===== src/rtl/risc_core_param.sv =====
// Parametrised accumulator CPU: two-word instruction fetch, 8-opcode ISA,
// memory request/ready handshake with wait states, carry flag and halt/resume.
module risc_core_param #(
  parameter int unsigned         DATA_W   = 8,
  parameter logic [2*DATA_W-4:0] RESET_PC = '0
) (
  input  logic                sys_clk,
  input  logic                rst,
  input  logic [DATA_W-1:0]   mem_rdata,
  input  logic                mem_ready,
  input  logic                resume,
  output logic                mem_rd,
  output logic                mem_wr,
  output logic [2*DATA_W-4:0] mem_addr,
  output logic [DATA_W-1:0]   mem_wdata,
  output logic                halt,
  output logic                zero,
  output logic                carry,
  output logic                fetch,
  output logic [2:0]          opcode,
  output logic [2*DATA_W-4:0] ir_addr,
  output logic [2*DATA_W-4:0] pc_addr
);
  localparam int unsigned ADDR_W = 2*DATA_W-3;
  localparam int unsigned IR_W   = 2*DATA_W;

  typedef enum logic [2:0] {S_F0, S_F1, S_EX, S_MR, S_MW, S_HALT} state_e;
  typedef enum logic [2:0] {
    OP_HLT = 3'd0, OP_SKZ = 3'd1, OP_ADD = 3'd2, OP_AND = 3'd3,
    OP_XOR = 3'd4, OP_LDA = 3'd5, OP_STO = 3'd6, OP_JMP = 3'd7
  } op_e;

  state_e            state_q, state_d;
  logic [ADDR_W-1:0] pc_q, pc_d;
  logic [DATA_W-1:0] acc_q, acc_d;
  logic [IR_W-1:0]   ir_q, ir_d;
  logic              carry_q, carry_d;
  op_e               op;
  logic [DATA_W:0]   sum;

  assign op  = op_e'(ir_q[IR_W-1 -: 3]);
  assign sum = {1'b0, acc_q} + {1'b0, mem_rdata};

  always_ff @(posedge sys_clk) begin
    if (rst) begin
      state_q <= S_F0;
      pc_q    <= RESET_PC;
      acc_q   <= '0;
      ir_q    <= '0;
      carry_q <= 1'b0;
    end else begin
      state_q <= state_d;
      pc_q    <= pc_d;
      acc_q   <= acc_d;
      ir_q    <= ir_d;
      carry_q <= carry_d;
    end
  end

  always_comb begin
    state_d = state_q;
    pc_d    = pc_q;
    acc_d   = acc_q;
    ir_d    = ir_q;
    carry_d = carry_q;
    unique case (state_q)
      S_F0: if (mem_ready) begin
        ir_d[IR_W-1:DATA_W] = mem_rdata;
        pc_d                = pc_q + ADDR_W'(1);
        state_d             = S_F1;
      end
      S_F1: if (mem_ready) begin
        ir_d[DATA_W-1:0] = mem_rdata;
        pc_d             = pc_q + ADDR_W'(1);
        state_d          = S_EX;
      end
      S_EX: begin
        case (op)
          OP_HLT: state_d = S_HALT;
          OP_SKZ: begin
            if (acc_q == '0) pc_d = pc_q + ADDR_W'(2);
            state_d = S_F0;
          end
          OP_JMP: begin
            pc_d    = ir_q[ADDR_W-1:0];
            state_d = S_F0;
          end
          OP_STO:  state_d = S_MW;
          default: state_d = S_MR;
        endcase
      end
      S_MR: if (mem_ready) begin
        case (op)
          OP_ADD:  {carry_d, acc_d} = sum;
          OP_AND:  acc_d = acc_q & mem_rdata;
          OP_XOR:  acc_d = acc_q ^ mem_rdata;
          OP_LDA:  acc_d = mem_rdata;
          default: acc_d = acc_q;
        endcase
        state_d = S_F0;
      end
      S_MW:    if (mem_ready) state_d = S_F0;
      S_HALT:  if (resume) state_d = S_F0;
      default: state_d = S_F0;
    endcase
  end

  // Requests are Moore outputs of the state, but reset masks them immediately.
  always_comb begin
    mem_rd    = (state_q == S_F0 || state_q == S_F1 || state_q == S_MR) && !rst;
    mem_wr    = (state_q == S_MW) && !rst;
    mem_addr  = (state_q == S_MR || state_q == S_MW) ? ir_q[ADDR_W-1:0] : pc_q;
    mem_wdata = mem_wr ? acc_q : '0;
    halt      = (state_q == S_HALT);
    fetch     = (state_q == S_F0 || state_q == S_F1);
  end

  assign zero    = (acc_q == '0);
  assign carry   = carry_q;
  assign opcode  = ir_q[IR_W-1 -: 3];
  assign ir_addr = ir_q[ADDR_W-1:0];
  assign pc_addr = pc_q;

endmodule

===== config.mk =====
export PLATFORM = sky130hd
export DESIGN_NAME = risc_core_param
export DESIGN_NICKNAME = d
export VERILOG_FILES = /design/src/rtl/risc_core_param.sv
export SDC_FILE = /design/constraint.sdc
export NUM_CORES = 1
export LEC_CHECK = 0
export ABC_AREA = 1
export CORE_UTILIZATION = 39
export CTS_CLUSTER_DIAMETER = 200
export CTS_CLUSTER_SIZE = 40
export DETAILED_ROUTE_END_ITERATION = 8
export GPL_TIMING_DRIVEN = 0
export PLACE_DENSITY = 0.65
export SETUP_SLACK_MARGIN = 0.02
export SLEW_MARGIN = 10
export SYNTH_ARGS = -nofsm -noshare
export SYNTH_HDL_FRONTEND = slang
export SYNTH_SLANG_ARGS = --single-unit

===== constraint.sdc =====
create_clock -name sys_clk -period 1.7 [get_ports sys_clk]
set_input_delay 0.34 -clock sys_clk [delete_from_list [all_inputs] [get_ports sys_clk]]
set_output_delay 0.34 -clock sys_clk [all_outputs]
set_load 0.01 [all_outputs]

After elaboration in Yosys (flattened, before gate mapping)
Cells that the tools add are included.
{ "word_totals": {"output_inout_bits": 56, "inputBits": 12, "reg_bits": 41, "elab_cells": 63} }
{ "classes": {"mux": 13, "n_reduce_logical": 20, "n_eq_ne": 19, "n_bitwise": 2, "n_addsub": 3} }
{ "ops": {"columns": ["cell", "n"], "rows": [
  ["one-hot mux 13 bit (2 select lines)", 2],
  ["two-way mux 13 bit", 3],
  ["one-hot mux 8 bit (4 select lines)", 1],
  ["== test 3 bit (second input constant)", 6],
  ["one-hot mux 3 bit (5 select lines)", 1],
  ["adder 13 x 1 -> 13 bit (second input constant)", 1],
  ["adder 13 x 2 -> 13 bit (second input constant)", 1],
  ["== test 3 x 2 -> 1 bit (second input constant)", 4],
  ["two-way mux 3 bit", 4],
  ["adder 8 x 8 -> 9 bit", 1],
  ["one-hot mux 3 bit (3 select lines)", 1],
  ["AND 8 bit", 1],
  ["zero test 8 bit", 1],
  ["two-way mux 8 bit", 1],
  ["AND reduction 4 bit", 2],
  ["bitwise XOR 8 bit", 1],
  ["== test 3 x 1 -> 1 bit (second input constant)", 2],
  ["zero test 3 bit", 2],
  ["!= test 2 bit (second input constant)", 3],
  ["AND reduction 3 bit", 2],
  ["OR reduction 2 bit", 3],
  ["!= test 2 x 1 -> 1 bit (second input constant)", 2],
  ["AND reduction 2 bit", 2],
  ["nonzero test 4 bit", 1],
  ["6 further kinds", 9]
]} }

Depth between registers and ports, before layout
Gate-level depths: netlist of run 1.
{ "depth": {"word_depth": 4, "ltp_mapped": 11, "mapped_depth_nobuf": 11} }

Worst setup path before layout of run 1
OpenSTA, ideal clock, no wires.
{ "synth_path": {"path_kind": "register to output", "startpoint": "register state_q[1]", "endpoint": "output mem_addr[10]", "stages_incl_launch_ff": 7, "t_arrival_ns": 1.213, "slack_ns": 0.147, "path_buffers": 2, "cell_sequence": "dfxtp_1 buf_4 nor2_1 nand2_1 nand2_1 clkbuf_1 o21ai_0"} }
{ "synth_between": {"elab_chain_cells": 3, "elab_cells_between_ends": 4, "cone_classes": "2 x eq/ne; 1 x mux; 1 x reduce/logical"} }
{ "synth_lines": {"columns": ["element", "line", "rtl"], "rows": [
  ["from (decl)", "33", "state_e state_q, state_d;"],
  ["from (signal assigned)", "52", "state_q <= state_d;"],
  ["== test 3 x 2 -> 1 bit / == test 3 bit (equally long branches)", "112", "mem_addr = (state_q == S_MR || state_q == S_MW) ? ir_q[ADDR_W-1:0] : pc_q;"],
  ["logical OR 1 bit (*)", "112", null],
  ["two-way mux 13 bit (*)", "112", null],
  ["to (decl)", "14", "output logic [2*DATA_W-4:0] mem_addr,"]
]} }
Mark *: on every way between the ends. The rest lies on a longest branch, timed or not.

Final worst setup path of run 1
{ "layout_path": {"startpoint": "register state_q[0]", "endpoint": "output mem_addr[2]"} }
The elaborated chain is that of the path after synthesis.

==> impl_metrics.py, run 1 <==
metrics = {
    "synth": {
        "syn_avg_cell_area_sq_um": 6.06,
        "synth-seq-cells": 41,
        "syn_nets": 534,
        "seq_area_frac_synth": 0.265,
        "synth_top_area_cell": "dfxtp_1",
        "synth_top_area_share": 0.265,
        "syn_inst": 510,
        "yosys-top-cells-area": "dfxtp_1, nand2_1, nor2_1",
        "yosysWarningCount": 0,
        "syn-cell-area_sq_um": 3090,
        "ys_types": 31,
    },
    "global_routing": {
        "grt_pass1_vias": 3559,
        "grtUsageTotal": 0.259,
        "overflow": 0,
        "grt_max_degree": 13,
        "antenna_found_initial": 0,
        "grt_pass1_wl_microns": 17200,
    },
    "cts": {
        "root_buffer": "clkbuf_8",
        "cts_sinks": 41,
        "h-tree-depth": 2,
        "numCtsBuffers": 5,
        "cts_hold_buf": 0,
        "clockBufferDepth": 2,
        "clock_latency_ps": 290,
        "clk_pin_slew_ps": 90,
        "cts_tree": "built",
    },
    "timing": {
        "tightest_slew_ps": 729,
        "maxSlewHeadroom": 0.509,
        "hold_slack_ps": 455,
        "rsz0062_at_grt": "yes",
        "timing.final.crit_share": 1.13,
        "fmax_mhz": 518,
        "layout_setup_ws_ps": -229,
        "skew_ps": 11.0,
        "fin_crit_ps": 1930,
        "drv_slew": 0,
        "report.final.setup_viol": 37,
        "finalHoldViolations": 0,
    },
    "route": {
        "final_antenna_net_count": 0,
        "vias": 3952,
        "initialDrtViolationCount": 294,
        "remaining_drc_errors": 0,
        "detail_route.wl_per_cell_microns": 16.3,
        "via_per_inst": 5.50,
        "dr.pass1.iters": 5,
        "routed_wl_microns": 11700,
    },
    "job": {
        "timing.max_cap.violations": 0,
    },
    "worst_hold_path": {
        "hp-class": "input pin to register",
        "hp-start": "mem_rdata[1]",
        "whs_path_depth": 3,
        "holdPathEnd": "ir_q[1]",
    },
    "run_status": {
        "violations": "setup timing",
        "status": "complete, but fails checks",
    },
    "place": {
        "numPortBuffers": 67,
        "pre_cts_slack_ps": -1050,
        "gp_congestion": 0.956,
        "dpl_cell_area_sq_um": 3890,
        "hpwlAfterDp_microns": 7620,
    },
    "floorplanning": {
        "start_util": 0.402,
        "rows": 32,
        "die-area_sq_um": 8290,
        "ios": 68,
        "core-area_sq_um": 7690,
        "fp.dieW_microns": 91.0,
        "die_h_microns": 91.0,
    },
    "setup_path": {
        "crit_top_cell": "buf_6",
        "endpoint_kind": "primary output",
        "regToRegEndpoint": "pc_addr[9]",
        "reg2regPathDepth": 13,
        "worstSetupStartpointType": "register",
        "path_max_fanout": 4,
        "path_class": "register to primary output",
        "cp_slowest_cell": "dfxtp_4",
        "worst_ep_arrival_time_ps": 1590,
        "reg2reg_slack_ps": -200,
        "required_ps": 1360,
        "crit_path_cell_trace": "inv_6 -> nor2_4 -> nand2_4 -> nand2_8 -> buf_6 -> mux2_4 -> buf_6",
        "r2r_start": "state_q[0]",
        "max_stage_delay_ps": 410,
    },
    "finish": {
        "fillCellCount": 709,
        "finish.utilization": 0.613,
        "drive_gt1_frac": 0.288,
        "antennaDiodeCount": 0,
        "final_nets": 640,
        "fin_area_sq_um": 4710,
        "area.growth.synth_to_final_pct": 52.3,
    },
    "power": {
        "finalPower_uw": 5040,
        "power_leakage_uw": 0.00212,
        "power.density_cell_area_nw_per_um2": 1070,
        "peakVddDrop_v": 0.000337,
    },
}
[metrics by stage]
stage                     instances  setup TNS (ps)
after detailed placement        679          -24940
final                           719           -4000
after floorplan                 510               0
after CTS                       708           -2640
after global routing            719           -6000
after global placement          679          -23610
[layer usage]
metal,track usage,up-vias,part of all wire
li1,-,1893,-
met1,0.300,1831,0.40
met2,0.477,198,0.50
met3,0.0503,30,0.074
met4,0.0767,0,0.028
met5,0,-,0
[worst max path at each step]
stage	start	end	slack (ps)
detailed placement	rst	mem_wdata[5]	-1050
global route	state_q[0]	mem_addr[2]	-270
floorplan	state_q[1]	mem_addr[10]	150
global placement	rst	mem_wdata[1]	-980
finish	state_q[0]	mem_addr[2]	-230
CTS	state_q[0]	mem_addr[2]	-220
[sequential cells by signal, summed over array words and instances, names as in the netlist]
signal,count
ir_q,16
pc_addr,13
acc_q,8
state_q,3
carry,1
[logic make-up after synthesis]
| group | after synthesis | synth area share |
|---|---|---|
| buf+inv | 76 | 0.0996 |
| fa+ha+maj | 12 | 0.0510 |
| xor+xnor | 7 | 0.0198 |
| simple gates | 271 | 0.384 |
| mux | 1 | 0.00364 |
| compound gates | 102 | 0.176 |
| flops | 41 | 0.265 |
[report_power, final]
group | switching, uW | total, uW | internal, uW
clock network | 360 | 728 | 368
registers | 279 | 1440 | 1160
logic | 1580 | 2870 | 1290
[synth_stat cells, drive strengths merged]
cell,instances
dfxtp,41
fa,1
nand4,7
and2,1
xnor2,4
buf,9
mux2,1
clkbuf,5
nor3,6
a21oi,35
nand2,131
ha,11
nand3,48
a31oi,3
xor2,3
nor2,78
inv,62
o211ai,9
a211oi,2
o21ai,53
[cells in the final DEF (no fill, tap or decap), drive strengths merged, types with 4 or more instances in the layout]
cell type	instances
dfxtp	41
inv	62
clkbuf	14
dlygate4sd2	4
clkdlybuf4s50	35
nand3	48
o211ai	9
o21ai	53
nand2	131
dlymetal6s2s	4
buf	62
nand4	7
nor3	6
nor2	79
a21oi	35
xnor2	4
ha	11
[area by class of cell]
type                       count  area (sq um)  share of cell area
buffer                        13           119              0.0252
clock buffer                   7          96.3              0.0205
clock inverter                 1          5.00             0.00106
inverter                      62           243              0.0515
multi-input combinational    394          2330               0.495
sequential                    41           852               0.181
tap                          102           128              0.0271
timing repair buffer          99           933               0.198
[repair_timing]
action                                  in CTS  in global routing
endpoints found under the hold margin        0                  0
endpoints found under the setup margin      43                 60
gates resized for setup                    163                 97
pin swaps                                    5                 21
setup buffers                               20                 10
cloned                                       1                  2
[critical path, delay by kind of cell (launching register included)]
family        cells  cell delay (ps)
buf+inv           3              290
flops             1              410
mux               1              300
simple gates      3              300
(Power assumes the default switching activity.)
==> run 2, diff against run 1 <==
--- a/config.mk
+++ b/config.mk
@@ -10,7 +10,6 @@
 export CTS_CLUSTER_DIAMETER = 200
 export CTS_CLUSTER_SIZE = 40
 export DETAILED_ROUTE_END_ITERATION = 8
-export GPL_TIMING_DRIVEN = 0
 export PLACE_DENSITY = 0.65
 export SETUP_SLACK_MARGIN = 0.02
 export SLEW_MARGIN = 10
==> constraint.sdc (replaced) <==
create_clock -name sys_clk -period 1.9 [get_ports sys_clk]
set_input_delay 0.38 -clock sys_clk [delete_from_list [all_inputs] [get_ports sys_clk]]
set_output_delay 0.38 -clock sys_clk [all_outputs]
set_load 0.01 [all_outputs]
==> run 2 against run 1 <==
Net effect:
- the flow now finishes without violations
- cell count down 0.28%
- clock skew down 5.4 ps
- die area unchanged
- non-clock buffer count up 1
- combinational power down 26%
- via count down 5.5%
- global-route usage down 0.82 points
- clock power down 24%
- worst hold slack better by 63 ps
- power down 22%
- utilization down 5.7 points
- worst setup slack better by 230 ps
==> impl_metrics.py, run 2 (synthesis gave the netlist of run 1 again) <==
metrics = {
    "finish": {
        "final_nets": 640,
        "area.growth.synth_to_final_pct": 38.2,
        "final_cells": 717,
        "antennaDiodeCount": 0,
        "fillCellCount": 815,
        "layout_commonest_cell": "nand2_1",
        "drive_gt1_frac": 0.200,
        "area.sequential_sq_um": 832,
        "multiInputGateArea_sq_um": 2020,
        "largest_reg_flops": 16,
        "regMostFlops": "ir_q",
        "final_cell_mix": "nand2_1, nor2_1, inv_1",
        "fin_area_sq_um": 4270,
    },
    "run_status": {
        "status": "finished, final reports clean",
    },
    "setup_path": {
        "reg2reg_slack_ps": 180,
        "endpoint_kind": "primary output",
        "worstSetupStartpointType": "register",
        "required_ps": 1520,
        "path_class": "register to primary output",
        "path_max_fanout": 4,
        "cp_slowest_cell": "dfxtp_4",
        "reg2regPathDepth": 11,
        "endpoint": "mem_addr[2]",
        "worst_ep_arrival_time_ps": 1510,
        "max_stage_delay_ps": 400,
        "regToRegEndpoint": "pc_addr[9]",
        "crit_path_cell_trace": "inv_4 -> nor2_4 -> nand2_2 -> nand2_4 -> buf_12 -> mux2_4 -> buf_6",
        "r2r_start": "state_q[0]",
        "worstSetupStartpoint": "state_q[0]",
    },
    "route": {
        "final_antenna_net_count": 0,
        "routed_wl_microns": 10200,
        "dr.pass1.iters": 5,
        "remaining_drc_errors": 0,
        "initialDrtViolationCount": 175,
        "vias": 3733,
        "via_per_inst": 5.21,
        "detail_route.wl_per_cell_microns": 14.2,
    },
    "global_routing": {
        "overflow": 0,
        "grt_max_degree": 23,
        "grtUsageTotal": 0.250,
        "grt_pass1_wl_microns": 16800,
        "antenna_found_initial": 0,
        "grt_pass1_vias": 3421,
    },
    "cts": {
        "cts_tree": "built",
        "numCtsBuffers": 5,
        "cts_sinks": 41,
        "clock_latency_ps": 290,
        "root_buffer": "clkbuf_8",
        "clk_pin_slew_ps": 80,
        "clockBufferDepth": 2,
        "h-tree-depth": 2,
    },
    "floorplanning": {
        "ios": 68,
        "fp.dieW_microns": 91.0,
        "die-area_sq_um": 8290,
        "rows": 32,
        "core-area_sq_um": 7690,
        "start_util": 0.402,
        "die_h_microns": 91.0,
    },
    "timing": {
        "fin_crit_ps": 1890,
        "drv_slew": 0,
        "skew_ps": 5.60,
        "maxSlewHeadroom": 0.648,
        "report.final.setup_viol": 0,
        "rsz0062_at_grt": "yes",
        "finalHoldViolations": 0,
        "tightest_slew_ps": 523,
        "fin_tns_setup_ps": 0,
        "fmax_mhz": 528,
        "timing.final.crit_share": 0.997,
    },
    "worst_hold_path": {
        "hp-class": "register to register",
    },
    "place": {
        "dpl_cell_area_sq_um": 4130,
        "dp_cells": 704,
        "hpwlAfterDp_microns": 7670,
        "gp_congestion": 0.947,
        "numPortBuffers": 67,
    },
    "power": {
        "power.density_cell_area_nw_per_um2": 915,
        "power_leakage_uw": 0.00192,
        "peakVddDrop_v": 0.000330,
    },
    "job": {
        "timing.max_cap.violations": 0,
    },
}
==> run 2: cell types whose count changed in the layout (fill, tap and decap cells not counted), moves of 8 or more <==
cell,before,now
nor2_4,15,7
dfxtp_1,24,34
o21ai_2,9,0
nand2_1,111,124
buf_4,18,39
o21ai_0,37,45
buf_6,12,3
==> run 2: repair_timing <==
item,in CTS,in global routing
hold buffers,0,0
endpoints found under the setup margin,27,22
pin swaps,3,2
setup buffers,4,2
gates resized for setup,120,13
cloned,1,0
==> run 2: critical path, delay by kind of cell, from the launching register on <==
family / cells / cell delay [ps]
multiplexers: 1 / 300
buffers and inverters: 3 / 280
AND/OR/NAND/NOR: 3 / 260
flip-flops: 1 / 400
==> run 2: power by group <==
part	switching [uW]	total (uW)	internal, uW
Sequential	231	1250	1020
Combinational	1130	2110	975
Clock	310	552	243
Total	1680	3910	2240
==> run 2: area by class of cell <==
type | count | share of cell area
clock inverters | 1 | 0.00117
flip-flops and latches | 41 | 0.195
multi-input cells | 393 | 0.473
well taps | 102 | 0.0299
repair buffers | 113 | 0.229
clock buffers | 5 | 0.0161
inverters | 62 | 0.0556
==> run 2: through the flow <==
stage / power, uW / hold slack (ps) / setup slack (ps) / utilization
6_report: 3910 / 518 / 5.75 / 0.556
5_1_grt: 4190 / 561 / -67.0 / 0.556
4_1_cts: 3880 / 519 / 3.84 / 0.552
3_5_place_dp: 3280 / 508 / -281 / 0.538
3_3_place_gp: 3250 / 502 / -258 / 0.538
2_1_floorplan: 2320 / 495 / 307 / -
==> run 2: worst min-delay path by stage <==
| stage | from | end | slack (ps) | cells past startpoint |
|---|---|---|---|---|
| finish | ir_q[0] | ir_q[0] | 520 | 2 |
| global route | ir_q[0] | ir_q[0] | 560 | 2 |
| CTS | ir_q[0] | ir_q[0] | 520 | 2 |
| detailed placement | ir_q[0] | ir_q[0] | 510 | 2 |
| global placement | ir_q[0] | ir_q[0] | 500 | 2 |
| floorplan | ir_q[0] | ir_q[0] | 500 | 2 |
==> run 2: per-layer routing <==
layer  vias to the layer above  global-route usage  share of wire
li1                       1878                   -              -
met1                      1707               0.306           0.43
met2                       131               0.445           0.50
met3                        17              0.0327          0.049
met4                         0              0.0952          0.023
met5                         -                   0              0
==> run 3, diff against run 2 <==
--- a/config.mk
+++ b/config.mk
@@ -7,6 +7,7 @@
 export LEC_CHECK = 0
 export ABC_AREA = 1
 export CORE_UTILIZATION = 39
+export CTS_BUF_LIST = sky130_fd_sc_hd__clkbuf_4 sky130_fd_sc_hd__clkbuf_8
 export CTS_CLUSTER_DIAMETER = 200
 export CTS_CLUSTER_SIZE = 40
 export DETAILED_ROUTE_END_ITERATION = 8
==> results of run 3 <==
Same layout as run 2: the final DEF is identical, and so are final timing and power.
